## src/rtl/rca_pipe.sv

```systemverilog
// rtl/rca_pipe.sv - pipelined ripple-carry adder/subtractor with valid/ready stream handshake
module rca_pipe #(
    parameter int WIDTH  = 16,
    parameter int STAGES = 4
) (
    input  logic             clk,
    input  logic             rst_n,
    input  logic             in_valid,
    output logic             in_ready,
    input  logic [WIDTH-1:0] A,
    input  logic [WIDTH-1:0] B,
    input  logic             cin,
    input  logic             sub,
    output logic             out_valid,
    input  logic             out_ready,
    output logic [WIDTH-1:0] Sum,
    output logic             Cout,
    output logic             Ovf
);

    localparam int CW = WIDTH / STAGES;
    localparam int L  = STAGES - 1;
    localparam logic [WIDTH-1:0] SLICE_ONES = WIDTH'({CW{1'b1}});

    function automatic logic [CW:0] ripple(input logic [CW-1:0] a,
                                           input logic [CW-1:0] b,
                                           input logic          ci);
        logic          c;
        logic [CW-1:0] s;
        c = ci;
        s = '0;
        for (int i = 0; i < CW; i++) begin
            s[i] = a[i] ^ b[i] ^ c;
            c    = (a[i] & b[i]) | (c & (a[i] ^ b[i]));
        end
        return {c, s};
    endfunction

    // Each stage keeps full-width operand (skew) and sum (deskew) vectors;
    // only slice k of the sum is written by stage k.
    logic [WIDTH-1:0]  a_q   [STAGES];
    logic [WIDTH-1:0]  bx_q  [STAGES];
    logic [WIDTH-1:0]  s_q   [STAGES];
    logic [STAGES-1:0] v_q;
    logic [STAGES-1:0] c_q;

    logic [WIDTH-1:0]  a_src  [STAGES];
    logic [WIDTH-1:0]  bx_src [STAGES];
    logic [WIDTH-1:0]  s_src  [STAGES];
    logic [WIDTH-1:0]  s_nxt  [STAGES];
    logic [STAGES-1:0] c_src;
    logic [STAGES-1:0] c_nxt;
    logic [STAGES-1:0] v_src;
    logic              adv;

    assign out_valid = v_q[L];
    assign adv       = !out_valid | out_ready;
    assign in_ready  = adv;

    for (genvar k = 0; k < STAGES; k++) begin : g_stage
        localparam logic [WIDTH-1:0] MASK = SLICE_ONES << (k * CW);
        logic [CW:0] r;

        if (k == 0) begin : g_first
            assign a_src[k]  = A;
            assign bx_src[k] = sub ? ~B : B;
            assign c_src[k]  = sub | cin;
            assign v_src[k]  = in_valid;
            assign s_src[k]  = '0;
        end else begin : g_rest
            assign a_src[k]  = a_q[k-1];
            assign bx_src[k] = bx_q[k-1];
            assign c_src[k]  = c_q[k-1];
            assign v_src[k]  = v_q[k-1];
            assign s_src[k]  = s_q[k-1];
        end

        assign r        = ripple(a_src[k][k*CW +: CW], bx_src[k][k*CW +: CW], c_src[k]);
        assign c_nxt[k] = r[CW];
        assign s_nxt[k] = (s_src[k] & ~MASK) | (WIDTH'(r[CW-1:0]) << (k * CW));
    end

    // Global stall: every stage, bubbles included, moves only when the output can advance.
    always_ff @(posedge clk or negedge rst_n) begin
        if (!rst_n) begin
            v_q <= '0;
            c_q <= '0;
            for (int k = 0; k < STAGES; k++) begin
                a_q[k]  <= '0;
                bx_q[k] <= '0;
                s_q[k]  <= '0;
            end
        end else if (adv) begin
            v_q <= v_src;
            c_q <= c_nxt;
            for (int k = 0; k < STAGES; k++) begin
                a_q[k]  <= a_src[k];
                bx_q[k] <= bx_src[k];
                s_q[k]  <= s_nxt[k];
            end
        end
    end

    assign Sum  = s_q[L];
    assign Cout = c_q[L];
    assign Ovf  = (a_q[L][WIDTH-1] == bx_q[L][WIDTH-1]) & (s_q[L][WIDTH-1] != a_q[L][WIDTH-1]);

endmodule

```

## config.mk

```make
export PLATFORM = sky130hd
export DESIGN_NAME = rca_pipe
export DESIGN_NICKNAME = d
export VERILOG_FILES = /design/src/rtl/rca_pipe.sv
export SDC_FILE = /design/constraint.sdc
export NUM_CORES = 1
export LEC_CHECK = 0
export CAP_MARGIN = 30
export CORE_MARGIN = 2
export CORE_UTILIZATION = 55
export CTS_CLUSTER_DIAMETER = 200
export DETAILED_ROUTE_END_ITERATION = 8
export MAX_ROUTING_LAYER = met4
export PLACE_DENSITY = 0.79
export RECOVER_POWER = 50
export SYNTH_ARGS = -nofsm -noshare
export SYNTH_HDL_FRONTEND = slang
export SYNTH_SLANG_ARGS = --single-unit
```

## constraint.sdc

```tcl
create_clock -name clk -period 2.6 [get_ports clk]
set_clock_uncertainty 0.2 [all_clocks]
set_input_delay 0.52 -clock clk [delete_from_list [all_inputs] [get_ports clk]]
set_output_delay 0.52 -clock clk [all_outputs]
set_load 0.01 [all_outputs]
```

* Word level (Yosys, flattened, before mapping)
Index checks and enable logic that the tools add are counted.
W data, S select, Z words.
** Storage, ports and cells
- Bits in registers :: 176
- Output and inout bits :: 20
- Logic and storage cells :: 105
** Operators by class
- Eq/ne operators :: 2
- Muxes and demuxes :: 1
- Bitwise gates (word level) :: 87
- Reductions and logical operators :: 1
** Operator list (count)
- $and A1 B1 Y1 :: 33
- $xor A1 B1 Y1 :: 32
- $or A1 B1 Y1 :: 18
- $mux W16 :: 1
- $not A16 Y16 :: 1
- $or A12 B16 Y16 :: 1
- $or A8 B12 Y12 :: 1
- $or A4 B8 Y8 :: 1
- $eq A1 B1 Y1 :: 1
- $logic_not A1 Y1 :: 1
- $ne A1 B1 Y1 :: 1

* Logic depth before layout (Yosys ltp)
Gate-level depths: netlist (run 1).
- Depth after elaboration :: 11
- Mapped depth :: 10
- Depth with buffers taken out :: 8

* Least setup slack after synthesis (run 1)
No wires, ideal clock.
- Kind :: input -> register
- Start point :: input sub
- End point :: register s_q[51] in the netlist's numbering
- Arrival time :: 2.681 ns
- Slack :: -0.406 ns
- Stages :: 10
- Path buffers :: 2
- Path through :: buf_4 -> buf_6 -> xor2_1 -> fa_1 -> inv_1 -> fa_1 -> fa_1 -> inv_1 -> fa_1 -> mux2_4
** On the way
- Cells in the longest elaborated chain, start to end :: 9
** RTL lines
- from (decl) :: RTL line 13 : input logic sub,
- $mux W16 :: RTL line 66 : assign bx_src[k] = sub ? ~B : B;
- $xor A1 B1 Y1 :: RTL line 34 : c = (a[i] & b[i]) | (c & (a[i] ^ b[i]));
- $and A1 B1 Y1 :: RTL line 34
- $or A1 B1 Y1 :: RTL line 34
- $and A1 B1 Y1 :: RTL line 34
- $or A1 B1 Y1 :: RTL line 34
- $and A1 B1 Y1 :: RTL line 34
- $or A1 B1 Y1 :: RTL line 34
- $xor A1 B1 Y1 (*) :: RTL line 33 : s[i] = a[i] ^ b[i] ^ c;
- named net g_stage[0].r[3] :: RTL line 62 : logic [CW:0] r;
- to (signal, indexed assignment) :: RTL line 99 : s_q[k] <= s_nxt[k];
- to (decl) :: RTL line 43 : logic [WIDTH-1:0] s_q [STAGES];
The timed path passes the listed nets; every way through them passes the cells marked *.
A chain may end at the register's enable or synchronous reset.

* Final worst setup path (run 1)
- Start point :: input out_ready
- End point :: output in_ready
** On the way
- Cells in the longest elaborated chain, start to end :: 1
** RTL lines
- from (decl) :: RTL line 15 : input logic out_ready,
- $or A1 B1 Y1 :: RTL line 57 : assign adv = !out_valid | out_ready;
- to (decl) :: RTL line 9 : output logic in_ready,
No other way between the ends.

==> results of run 1 <==
==> critical path, cell delays in order <==
cell                              delay, ps
sky130_fd_sc_hd__dlygate4sd3_1          550
sky130_fd_sc_hd__nand2b_4               170
sky130_fd_sc_hd__clkdlybuf4s50_1        560
==> layout make-up <==
class,count,area (um^2)
fillers,638,2820
flip-flops and latches,98,2450
multi-input cells,145,1880
repair buffers,67,669
well taps,105,131
clock buffers,9,124
inverters,25,93.8
clock inverters,6,90.1
diodes,1,2.50
==> cell families after synthesis <==
group,count (synthesis)
muxes,87
xor gates and xnor gates,16
buffers and inverters,40
and+or+nand+nor,15
DFF,98
AOI/OAI and AO/OA,11
adders and majority gates,16
==> sequential cells by signal, summed over array words and instances, names as in the netlist <==
name / cells
v_q: 4
a_q: 25
Sum: 16
s_q: 24
bx_q: 25
c_q: 4
==> synthesized netlist by cell type <==
cell type and instances:
sky130_fd_sc_hd__a21oi_1 1, sky130_fd_sc_hd__a21oi_2 9, sky130_fd_sc_hd__buf_12 9, sky130_fd_sc_hd__buf_4 1, sky130_fd_sc_hd__buf_6 2, sky130_fd_sc_hd__buf_8 1
sky130_fd_sc_hd__clkbuf_1 2, sky130_fd_sc_hd__dfrtp_1 98, sky130_fd_sc_hd__fa_1 16, sky130_fd_sc_hd__inv_1 25, sky130_fd_sc_hd__mux2_4 84, sky130_fd_sc_hd__mux2i_1 3
sky130_fd_sc_hd__nand2_1 1, sky130_fd_sc_hd__nand2b_1 2, sky130_fd_sc_hd__nand2b_4 1, sky130_fd_sc_hd__nor3b_1 10, sky130_fd_sc_hd__o22ai_1 1, sky130_fd_sc_hd__or2_1 1
sky130_fd_sc_hd__xnor2_1 4, sky130_fd_sc_hd__xor2_1 12
==> through the flow <==
step | setup TNS [ps] | util | setup WS, ps | power (mW)
CTS | 0 | 0.672 | 26.9 | 6.51
global placement | -1280 | 0.646 | -674 | 5.31
global route | 0 | 0.659 | 6.59 | 6.69
finish | 0 | 0.659 | 73.2 | 6.25
detailed placement | -1380 | 0.646 | -708 | 5.42
floorplan | -354 | - | -260 | 4.71
==> metal layers <==
layer / wire, um / global-route usage / vias to the layer above / share of wire
met2: 3450 / 0.268 / 51 / 0.46
met5: 0 / - / - / 0
met1: 3600 / 0.268 / 1172 / 0.48
li1: - / - / 1058 / -
met4: 130 / 0.0661 / 0 / 0.017
met3: 326 / 0.0405 / 9 / 0.043
==> worst paths after layout <==
| path | depth (start not counted) | from | slack [ps] | endpoint |
|---|---|---|---|---|
| min in group asynchronous | 2 | rst_n | 610 | Sum[8] |
| worst max-delay path | 3 | out_ready | 70 | in_ready |
| worst min-delay path | 1 | v_q[2] | 280 | v_q[3] |
| max in group asynchronous | 3 | rst_n | 370 | a_q[43] |
| worst max register to register | 8 | a_q[28] | 220 | Sum[15] |
| worst min register to register | 1 | v_q[2] | 280 | v_q[3] |
==> report_power, final <==
group	internal (mW)	total, mW	switching [mW]
registers	2.21	2.65	0.434
clock network	0.542	1.07	0.529
logic	1.59	2.53	0.944
total	4.34	6.25	1.91
==> timing repair <==
action	in CTS	in global routing
endpoints found under the setup margin	2	1
resized for setup	12	0
hold endpoints to repair	34	0
hold buffers	1	0
pin swaps	6	4
==> results.md, run 1 <==
- Using the TritonRoute via totals, the vias-per-cell ratio works out to 5.02.
- The power density over the cells is 1150 nW/um^2.
- The finished cells cover between 5000 and 6000 um^2.
- In this run the cell area measured after placement is around 5300 um^2.
- Of the total synthesized cell area, the portion taken by AND, OR, NAND and NOR gates is 0.0235.
- Setup repair after global routing left no endpoint under its margin.
- When the netlist entered floorplanning its net count stood at 337.
- The proportion of netlist area held by the largest area contributor is 0.518.
- Summed over all layers, the global routing overflow is 0.
- The die covers roughly 9400 um^2.
- The portion of synthesized area spent on multiplexers is 0.273.
- The post-layout net count is 400.
- The via count of the first global-routing pass came to 2,651.
- The final number of hold-violating endpoints was 0.
- Pin placement for this block handled slightly below 60 I/O pins.
- Counting flops and latches in the post-synthesis netlist gives 98.
- TritonCTS built the clock tree.
- The number of H-tree levels is 3.
- The later-pin clock latency in the skew report is ~350 ps.
- The worst slew slack as a fraction of its limit is 0.422.
- In this run, the number of DRC markers left after iteration 0 of detailed routing was roughly 90.
- The die width is 96.8 um.
- In the final routed layout, each cell accounts on average for roughly 16 um.
- The largest total area in the synthesized netlist belongs to sky130_fd_sc_hd__dfrtp_1.
- The buffer type at the clock tree root is sky130_fd_sc_hd__clkbuf_8.
- Max-cap violations in this run came to 0.
- The number of library cell types mapped by synthesis is 20.
- After synthesis, the largest family of logic cells by area is multiplexers.
- In this run the worst path has a maximum fanout of 2.
- The synthesis-to-layout area growth is 15.0%.
- Routability-driven placement finished with a final weighted congestion of approximately 0.74.
- The clock passes through at most 2 buffers.
- Synthesis handed over a netlist of between 200 and 300 instances.
- In the final layout, the share of cells above drive strength 1 is 0.294.
- For the worst setup path, the data arrival time is roughly 1800 ps.
- For the worst setup path, the data required time is roughly 1900 ps.
- The post-detailed-route count of antenna-violating nets is 0.
- The DRC violation count after routing is 0.
- The final cell count without fillers is around 460.
- Post-CTS timing repair inserted 0 buffers for setup.
- The all-layer global routing usage is 0.187.
- Dividing the final minimum period by the clock period gives 0.972.
- The first-pass GRT wire length is 13,600 um.
- Yosys printed 0 warnings.
- Of the synthesized area, sequential elements account for 0.518.
- The run finished with clean final reports.
- Subtracting the final worst setup slack from the clock period gives between 2000 and 3000 ps.
- The initial standard-cell utilization of the core is 0.573.
- Leaving out fill and tap cells, the most frequent cell in the layout is sky130_fd_sc_hd__dfrtp_1.
- In this run the cell area of the synthesized design comes to about 4700 um^2.
- By area the synthesized netlist is led by sky130_fd_sc_hd__dfrtp_1, sky130_fd_sc_hd__mux2_4, sky130_fd_sc_hd__fa_1.
- VDD sags by at most 0.591 mV.
- The final setup violation count is 0.
- The sink count of the clock tree is 98.
- The number of iterations in the first detailed-routing pass is 4.
- The height of the die is around 97 um.
- The overall routed net length is between 7000 and 8000 um.
- The count of standard-cell rows is 33.
- STA classifies the critical path startpoint as an input port.
- The number of antenna violations at the first check in global routing is 1.
- The final number of max-transition violations is 0.
- Once detailed placement completed, the half-perimeter wirelength came to about 5300 um.
- Clock-pin slew was measured on the worst setup and hold paths at 100 ps.
- The floorplan core area is approximately 8300 um^2.
- The total number of vias is 2,290.
- Of the total synthesized cell area, the portion taken by full adders, half adders and majority gates is 0.0677.
- For the pin with the worst max-slew slack, the measured transition is 867 ps.
- The worst setup path is captured at a primary output.
- The maximum clock rate is 0.396 GHz.
- Entering global routing, the biggest net connects 37 pins.
- The share of the synthesized area in compound gates (AO/OA/AOI/OAI) is 0.0190.
- Counting tap cells, the placed design contains a total of roughly 440 instances.
- The XOR/XNOR share of the synthesized area is 0.0296.
- In this run the tool buffered the top-level ports with between 50 and 60 buffer cells.
- The path type of the worst min-delay path is flop to flop.
- Hold is met by around 280 ps.
- Leaving out fill and tap cells, the most frequent cells in the layout are sky130_fd_sc_hd__dfrtp_1, sky130_fd_sc_hd__mux2_4, sky130_fd_sc_hd__clkdlybuf4s50_1, sky130_fd_sc_hd__mux2_1, sky130_fd_sc_hd__inv_1.
- The kind of critical path is input port to primary output.
- The analysis attributes to cell leakage a power of about 2.5 nW.
- Counting the buffers created by CTS gives 9.
- The post-synthesis area per instance is about 17 um^2.
Power figures use the tool's default switching activity.
==> run 2, diff against run 1 <==
Settings changed: SKIP_CTS_REPAIR_TIMING set to 1.
==> results.md, run 2 (synthesis results as in run 1) <==
- The design draws 6.26 mW.
- The all-layer global routing usage is 0.187.
- The longest clock path from root to sink contains 2 buffers.
- Clock tree synthesis found a total of slightly below 100 sinks.
- The maximum clock rate is just under 0.4 GHz.
- The clock reaches the later pin of the worst-skew pair after around 350 ps.
- The height of the die is around 97 um.
- The most common library cell in the layout ignoring fill and taps is sky130_fd_sc_hd__dfrtp_1.
- The run finished with clean final reports.
- The first TritonRoute pass finished after 4 iterations.
- The setup slack at placement is -708 ps.
- Leaving out filler cells and counting taps, the final layout contains 455.
- The finished cells cover between 5000 and 6000 um^2.
- The worst setup path is captured at a flop.
- The placed cell area is approximately 5300 um^2.
- The transition time at the pin with the least slew margin is ~870 ps.
- The final number of hold-violating endpoints is 0.
- The final number of max-transition violations is 0.
- For the final routed database, the setup TNS stands at 0 ps.
- The worst slew slack as a fraction of its limit is 0.422.
- The via density per instance is around 5.0.
- From synthesis to final layout, the design area changed by 15.7%.
- The worst hold path belongs to the class flop to flop.
- Wires add up to about 7600 um.
- Setup repair after global routing left no endpoint under its margin.
- For this block, the initial DRC count from the detailed router was 81.
- The initial utilization of the core area, before any placement, comes to 0.573.
- Counting tap cells, the placed design contains a total of approximately 440 instances.
- The post-detailed-placement half-perimeter wirelength is approximately 5300 um.
- The reg-to-reg startpoint is a_q[28].
- The total number of vias is approximately 2,300.
- In this run the tool buffered the top-level ports with 57 buffer cells.
- The worst path setup slack after routing is between 60 and 70 ps.
- The via count of the first global-routing pass came to roughly 2,600.
- The share of the core filled with cells in the final layout is 0.663.
- The count of standard-cell rows is 33.
- Summed over all nets, wire length on met2 after detailed routing comes to ~3500 um.
- Leaving out fill and tap cells, the most frequent cells in the layout are sky130_fd_sc_hd__dfrtp_1, sky130_fd_sc_hd__mux2_4, sky130_fd_sc_hd__clkdlybuf4s50_1, sky130_fd_sc_hd__mux2_1, sky130_fd_sc_hd__inv_1.
- In the final layout, the registers with the most flip-flops are a_q (25), bx_q (25), s_q (24).
- The worst path in the final design needs a cycle of 2530 ps, including I/O delays and setup.
- The detail route stage leaves a number of antenna-violating nets equal to 0.
- In this design, the stage delay of the slowest critical-path cell is roughly 400 ps.
- The cell sitting at the root of the clock tree is a sky130_fd_sc_hd__clkbuf_8.
- In this run the power density over the cells is 1140 nW/um^2.
- The area enclosed by the die boundary is 9360 um^2.
- The sum of overflow across all layers after global routing is 0.
- The startpoint identified for the worst hold timing path is v_q[2].
- The number of antenna violations at the first check in global routing was 0.
- After the last flow step, the layout net total stands at 400.
- The die is ~97 um wide.
- The total leakage power is around 2.6 nW.
- The critical path is of the input port to flop type.
- The number of violations of the max-capacitance limit is 0.
- In the detailed route, the total length drawn on met3 is roughly 360 um.
- After detailed routing, no signal wire sits above met4.
- The global placement routability congestion is around 0.74.
- The CTS tree is built.
- The slowest stage of the critical path belongs to the cell sky130_fd_sc_hd__fa_2.
- In this run the count of I/O pins placed on the die edge is between 50 and 60.
- Entering global routing, the biggest net connects 37 pins.
- After detailed routing, the average wire length per cell comes to 16.7 um.
- The share of cells above drive strength 1 is 0.297.
- The data required time at the worst endpoint is between 2000 and 3000 ps.
- The most critical setup path has its startpoint at B[0].
- The floorplan core area is roughly 8300 um^2.
- The number of fillers in the final layout is ~630.
- The most common cell type on the critical path is sky130_fd_sc_hd__fa_2.
- Final hold analysis gives a worst-case slack of between 200 and 300 ps.
- Data on the critical path arrives at its endpoint at roughly 2600 ps.
- The wire length the detailed router placed on met1 is 3570 um.
- The final clock period utilization by the worst path is 0.974.
- The DRC violation count after routing is 0.
- In this run the number of H-tree levels came out at 3.
- The repair_antennas step left the layout with diodes totalling 0.
- Across the VDD grid, the largest voltage drop is approximately 0.6 mV.
- The first-pass GRT wire length is around 14,000 um.
- Setup violations remaining at the end of the flow were counted as 0.
- In this run the worst path has a maximum fanout of 1.
- The launching element type of the critical path is an input port.
- The critical path goes through clkbuf_2 -> xor2_4 -> fa_2 -> inv_2 -> fa_2 -> fa_2 -> inv_2 -> fa_1 -> mux2_4.
- The number of clock buffers added by TritonCTS is 9.
- After clock tree synthesis, the clock-pin slew on the worst setup and hold paths is 100 ps.
-- run 2: changes by cell type in the layout (fill, tap and decap cells not counted) --
cell	previous run	this run
sky130_fd_sc_hd__dlymetal6s2s_1	0	3
sky130_fd_sc_hd__buf_2	2	0
sky130_fd_sc_hd__dlygate4sd2_1	2	0
sky130_fd_sc_hd__buf_6	1	2
sky130_fd_sc_hd__clkbuf_2	2	3
sky130_fd_sc_hd__clkdlybuf4s50_1	51	50
sky130_fd_sc_hd__diode_2	1	0
sky130_fd_sc_hd__xnor2_1	4	3
sky130_fd_sc_hd__xnor2_2	0	1
sky130_fd_sc_hd__xor2_2	1	0
sky130_fd_sc_hd__xor2_4	0	1
-- run 2: metal layers --
layer | global-route usage | up-vias
li1 | - | 1056
met1 | 0.268 | 1166
met2 | 0.267 | 53
met3 | 0.0405 | 9
met4 | 0.0661 | 0
met5 | - | -
-- run 2: where the power goes --
| part | leakage [nW] | total [mW] | switching (mW) | internal [mW] |
|---|---|---|---|---|
| Clock | 0.106 | 1.07 | 0.528 | 0.542 |
| Combinational | 1.32 | 2.54 | 0.953 | 1.59 |
| Sequential | 1.13 | 2.65 | 0.434 | 2.21 |
| Total | 2.56 | 6.26 | 1.91 | 4.35 |
-- run 2: layout make-up --
type	count	area [um^2]	area share
Inverter	25	93.8	0.0171
Multi-Input combinational cell	145	1900	0.347
Tap cell	105	131	0.0240
Sequential cell	98	2450	0.448
Clock buffer	9	124	0.0226
Timing Repair Buffer	67	686	0.125
Clock inverter	6	90.1	0.0165
-- run 2: final timing paths --
kind                            cells after the start  slack [ps]       to
max in group asynchronous                           3         370  a_q[43]
worst max register to register                      8         210  Sum[15]
worst min register to register                      1         280   v_q[3]
worst max-delay path                                9          70  s_q[51]
worst min-delay path                                1         280   v_q[3]
min in group asynchronous                           2         610   Sum[8]
-- run 2: critical path, delay by kind of cell --
family     cells  cell delay (ps)
buf+inv        3              240
fa+ha+maj      4             1390
mux            1              270
xor+xnor       1              160
